[config.mk]
export PLATFORM = sky130hd
export DESIGN_NAME = fifo_rptr_empty
export DESIGN_NICKNAME = d
export VERILOG_FILES = /design/src/rtl/fifo_rptr_empty.sv
export SDC_FILE = /design/constraint.sdc
export NUM_CORES = 1
export LEC_CHECK = 0
export ABC_AREA = 1
export CAP_MARGIN = 30
export CORE_AREA = 2 2 39 41
export DETAILED_ROUTE_END_ITERATION = 8
export DIE_AREA = 0 0 41 43
export PLACE_DENSITY = 0.77
export SETUP_SLACK_MARGIN = 0.5
export SLEW_MARGIN = 20
export SYNTH_ARGS = -nofsm -noshare
export SYNTH_HDL_FRONTEND = slang
export SYNTH_SLANG_ARGS = --single-unit
[constraint.sdc]
create_clock -name rclk -period 3.3 [get_ports rclk]
set_input_delay 0.66 -clock rclk [delete_from_list [all_inputs] [get_ports rclk]]
set_output_delay 0.66 -clock rclk [all_outputs]
set_load 0.02 [all_outputs]
[src/rtl/fifo_rptr_empty.sv]
// Read-side pointer, empty and sticky underflow logic for the async FIFO.
// Define FIFO_RD_LEVEL_EN to add the rlevel / raempty outputs.
module fifo_rptr_empty #(
  parameter int ADDRSIZE      = 4,
  parameter int AEMPTY_THRESH = 2
) (
  input  logic                rclk,
  input  logic                rrst,
  input  logic                rinc,
  input  logic [ADDRSIZE:0]   rq2_wptr,
  output logic [ADDRSIZE-1:0] raddr,
  output logic [ADDRSIZE:0]   rptr,
  output logic                rempty,
  output logic                runderflow
`ifdef FIFO_RD_LEVEL_EN
  ,
  output logic [ADDRSIZE:0]   rlevel,
  output logic                raempty
`endif
);

  logic [ADDRSIZE:0] rbin;
  logic [ADDRSIZE:0] rbinnext;
  logic [ADDRSIZE:0] rgraynext;
  logic              rd_ok;

  assign rd_ok     = rinc & ~rempty;
  assign rbinnext  = rbin + {{ADDRSIZE{1'b0}}, rd_ok};
  assign rgraynext = (rbinnext >> 1) ^ rbinnext;
  assign raddr     = rbin[ADDRSIZE-1:0];

  always_ff @(posedge rclk or posedge rrst) begin
    if (rrst) begin
      rbin       <= '0;
      rptr       <= '0;
      rempty     <= 1'b1;
      runderflow <= 1'b0;
    end else begin
      rbin   <= rbinnext;
      rptr   <= rgraynext;
      rempty <= (rgraynext == rq2_wptr);
      if (rinc & rempty)
        runderflow <= 1'b1;
    end
  end

`ifdef FIFO_RD_LEVEL_EN
  localparam logic [ADDRSIZE:0] THRESH =
    (ADDRSIZE+1)'(AEMPTY_THRESH);

  logic [ADDRSIZE:0] wbin;
  logic [ADDRSIZE:0] lvl_next;

  // Each binary bit is the XOR of all Gray bits at or above it.
  always_comb begin
    wbin = '0;
    for (int i = 0; i <= ADDRSIZE; i++)
      wbin[i] = ^(rq2_wptr >> i);
  end

  assign lvl_next = wbin - rbinnext;

  always_ff @(posedge rclk or posedge rrst) begin
    if (rrst) begin
      rlevel  <= '0;
      raempty <= 1'b1;
    end else begin
      rlevel  <= lvl_next;
      raempty <= (lvl_next <= THRESH);
    end
  end
`endif

endmodule

* After elaboration in Yosys (flattened, before gate mapping) *
Index checks and enable logic that the tools add are counted.

word-level totals
  register bits = 12
  bits of input ports = 8
  output and inout bits = 11
  logic and storage cells = 10

cells by class
  add/subtract/negate cells = 1
  equality and inequality tests = 1
  bitwise gates (word level) = 4

operators by type and width
  cell                  number
  adder 5 x 1 -> 5 bit  1
  equality test 5 bit   1
  XOR 4 x 5 -> 5 bit    1
  bitwise AND 1 bit     2
  NOT 1 bit             1

* Depth between registers and ports, before layout *
  word-level depth = 5
  mapped depth = 13
  gate-level depth less buffers = 13

* Worst setup path before layout *
OpenSTA, ideal clock, no wires.

  kind = input to register
  start = in rinc
  end = reg rempty
  library setup time = 67 ps
  arrival = 1808 ps
  required time = 3233 ps
  slack = 1425 ps
  cell stages on the path = 13
  buffers on the path = 0
  cell sequence = inv_1 > nor2_1 > ha_1 > ha_1 > inv_1 > nand2_1 > nand2_1 > nand2_1 > nand2_1 > nand3_1 > nor2_1 > nand2_1 > nor2_1

on the way
  cells in the longest elaborated chain, start to end = 4

RTL lines
  element                 line  source
  from (decl)             9     input logic rinc,
  bitwise AND 1 bit       27    assign rd_ok = rinc & ~rempty;
  adder 5 x 1 -> 5 bit    28    assign rbinnext = rbin + {{ADDRSIZE{1'b0}}, rd_ok};
  named net rbinnext[1]   23    logic [ADDRSIZE:0] rbinnext;
  XOR 4 x 5 -> 5 bit      29    assign rgraynext = (rbinnext >> 1) ^ rbinnext;
  named net rgraynext[0]  24    logic [ADDRSIZE:0] rgraynext;
  equality test 5 bit     41    rempty <= (rgraynext == rq2_wptr);
  to (signal assigned)    41
  to (decl)               13    output logic rempty,

The timed path passes the listed nets, and every way through them passes these cells.
A chain may end at the register's enable or synchronous reset.

* Final worst setup path *
  start = in rinc
  end = reg rempty

on the way
  cells in the longest elaborated chain, start to end = 4

RTL lines
  element               line
  bitwise AND 1 bit     27
  adder 5 x 1 -> 5 bit  28
  XOR 4 x 5 -> 5 bit    29
  equality test 5 bit   41

No other way between the ends.

==> key figures <==
Timing
  • Crit path time final: 2.357 ns
  • Unrepaired setup endpoints after global routing: false
  • Peak Freq: between 0.4 and 0.5 GHz
  • Worst-Margin Slew: between 0.4 and 0.5 ns
  • Setup violators final: 0
  • Hold Vio Cnt, Final: 0
  • Max-slew headroom: 72.25%
  • Setup ws final: between 0.9 and 1 ns
  • Final TNS setup: 0 ns
  • Clk_skew: 0.004878 ns
  • Tcrit/Tclk final: 71.41%
  • Slew Viols, Final: 0

GRT
  • Vias in the first global route: 489
  • Largest net degree at the start of global routing: 12
  • Total gr overflow: 0
  • Initial antenna violation count: 0
  • First-pass GRT wire length: 1.966 mm
  • GRT Util Overall: 16.55%

Power
  • Final Power: 0.0008706 W
  • Leakage: 0.4158 nW
  • Cell Pwr Density: 1080 mW/mm²
  • Peak VDD IR: 0.5360 mV

Worst setup path
  • CP Launch Type: input pin
  • Top delay family on crit path: simple AND/OR/NAND/NOR gates
  • Crit path buf inv count: 3
  • Crit path cell chain: clkdlybuf4s50_1 -> inv_1 -> nor2_1 -> ha_1 -> ha_1 -> inv_1 -> nand2_1 -> nand3_1 -> nand3_1 -> nand3_1 -> nor2_1 -> nand2_1 -> nor2_1
  • Worst Path Arrival: 2.55 ns
  • WP data required: 3.49 ns
  • Worst-path fanout max: 6
  • Worst setup EP type: register
  • Critical path type: in2reg
  • Slowest-stage cell, CP: clkdlybuf4s50_1
  • Slowest stage delay, CP: 0.48 ns

Synthesis
  • Most used DFF post-synth: dfrtp_1
  • Most common cell in the netlist: nand2_1
  • Synth area leaders: dfrtp_1 (42%), nand2_1 (17%), inv_1 (6.4%), nand2_2 (5.3%), dfstp_2 (4.5%)
  • Area leader, netlist: dfrtp_1
  • Post-synthesis sequential area ratio: between 40 and 50%
  • #FFs+latches synth: 11
  • Syn Area/Cell: roughly 8.0 µm²
  • Synthesis Warnings: 0
  • Synthesized Nets: between 80 and 90
  • Post-synth EDFFs: 0
  • Post-synth cell types: 15
  • Mapped Area: 589.3 µm²
  • Mapped Cells: 74
  • Synth top cells by count: nand2_1 (27), dfrtp_1 (10), inv_1 (10), nand2_2 (5), nand3_1 (5)
  • Synth top area share: 42.46%
  • Post-synth ARST share: 100.0%

Clock tree
  • Hold-fix buffers at CTS: 0
  • Worst-Skew Late Latency: about 0.26 ns
  • Root buffer cell: clkbuf_4
  • Postcts setup bufs: 0
  • Post-CTS resize count: 0
  • Clock buffer depth: 2
  • CTS clk-pin slew, worst paths: 0.07 ns
  • H-tree depth: 1
  • CTS tree: yes
  • TritonCTS Sinks: 11
  • CTS Buf Count: 3

Placement
  • HPWL Detailed: 1.002 mm
  • Placed cell area: 778.2 µm²
  • Post-place setup slack: 0.7035 ns
  • Port Buffer Count: 18
  • RePlAce Congestion: 0.6754

Detailed routing
  • DRT iter0 DRCs: 5
  • Routed len/inst: 11.41 µm
  • Post-route DRC: 0
  • Detail Route Antenna Nets: 0
  • Vias after detailed routing: 540
  • First-pass DRT Iterations: 4
  • Post-Route WL: 1.267 mm
  • Via/cell ratio: about 5

Final layout
  • Share of layout cells above drive strength 1: 12.63%
  • Synthesis-to-finish area growth: 36.73%
  • # diodes: 0
  • Layout Nets: roughly 110
  • Final instance area: 805.8 µm²

Die
  • Starting Density: roughly 43%
  • Die H: 43 µm
  • Core area: 0.001384 mm²
  • Row count: 14
  • Die footprint: 0.001763 mm²
  • Die width: 41 µm
  • IO Count: 19

Flow run
  • Max-Cap Viols: 0

Min path
  • Hold crit path type: reg2reg

Status
  • Status: complete, no violations
## path summary, 6_finish.rpt
path | startpoint | to | slack, ns | depth (start not counted)
worst min register to register | runderflow$_DFFE_PP0P_ | runderflow$_DFFE_PP0P_ | 0.48 | 1
worst min-delay path | runderflow$_DFFE_PP0P_ | runderflow$_DFFE_PP0P_ | 0.48 | 1
max in group asynchronous | rrst | rempty$_DFF_PP1_ | 2.29 | 2
worst max register to register | rempty$_DFF_PP1_ | rempty$_DFF_PP1_ | 1.36 | 12
worst max-delay path | rinc | rempty$_DFF_PP1_ | 0.94 | 13
min in group asynchronous | rrst | rptr[2]$_DFF_PP0_ | 0.68 | 2
## worst reg2reg max path, delay by kind of cell, from the launching register on
family | cells | cell delay [ns]
adder cells (fa/ha/maj) | 2 | 0.57
buffers and inverters | 1 | 0.09
flip-flops | 1 | 0.55
AND/OR/NAND/NOR | 9 | 0.66
## layout make-up
| cell class | count | area [µm²] |
|---|---|---|
| multi-input cells | 51 | 260.3 |
| fillers | 142 | 578.1 |
| repair buffers | 18 | 180.2 |
| inverters | 11 | 41.29 |
| well taps | 16 | 20.02 |
| clock buffers | 3 | 22.52 |
| clock inverters | 1 | 5.005 |
| flip-flops and latches | 11 | 276.5 |
## state kept, by name, indices dropped and copies added (netlist names)
register / flops
rbin: 5
rempty: 1
rptr: 4
runderflow: 1
## kinds of logic (layout without fill, tap and decap cells)
logic type | count (synthesis) | after routing | synth area share, %
flip-flops | 11 | 11 | 46.92
AO/OA/AOI/OAI | 1 | 1 | 1.274
buffers and inverters | 12 | 33 | 8.917
AND/OR/NAND/NOR | 47 | 47 | 37.15
adder cells (fa/ha/maj) | 2 | 2 | 4.246
XOR/XNOR | 1 | 1 | 1.486
## layer usage
metal / share of wire, % / GRT usage, %
met5: 0 / 0
met4: 1.3 / 8.000
met3: 2.8 / 1.571
met2: 56 / 29.69
met1: 39 / 17.67
## cells in the final DEF (no fill, tap or decap)
master	synthesis	routed
clkinv_2	0	1
nand3_1	5	5
nand2_2	5	5
clkdlybuf4s50_1	0	18
nand3b_1	2	2
a21o_1	1	1
clkbuf_4	0	3
ha_1	2	2
inv_2	1	1
inv_1	10	10
nor2_1	3	3
nand2_1	27	27
dfrtp_1	10	10
nand3_2	1	1
dfstp_2	1	1
xor2_1	1	1
nand4_1	4	4
## power breakdown
part / switching (W) / internal (W)
logic: 0.000295 / 0.000219
registers: 0.0000626 / 0.000204
clock network: 0.0000448 / 0.0000447
total: 0.000403 / 0.000468
## metrics by stage
| step | cells | utilization, % | hold WS (ns) |
|---|---|---|---|
| floorplan | 74 | - | 0.5117 |
| global placement | 107 | 56.24 | 0.4453 |
| detailed placement | 107 | 56.24 | 0.4721 |
| CTS | 111 | 58.23 | 0.4887 |
| global route | 111 | 58.23 | 0.4954 |
| finish | 111 | 58.23 | 0.4849 |
Power figures use the tool's default switching activity.
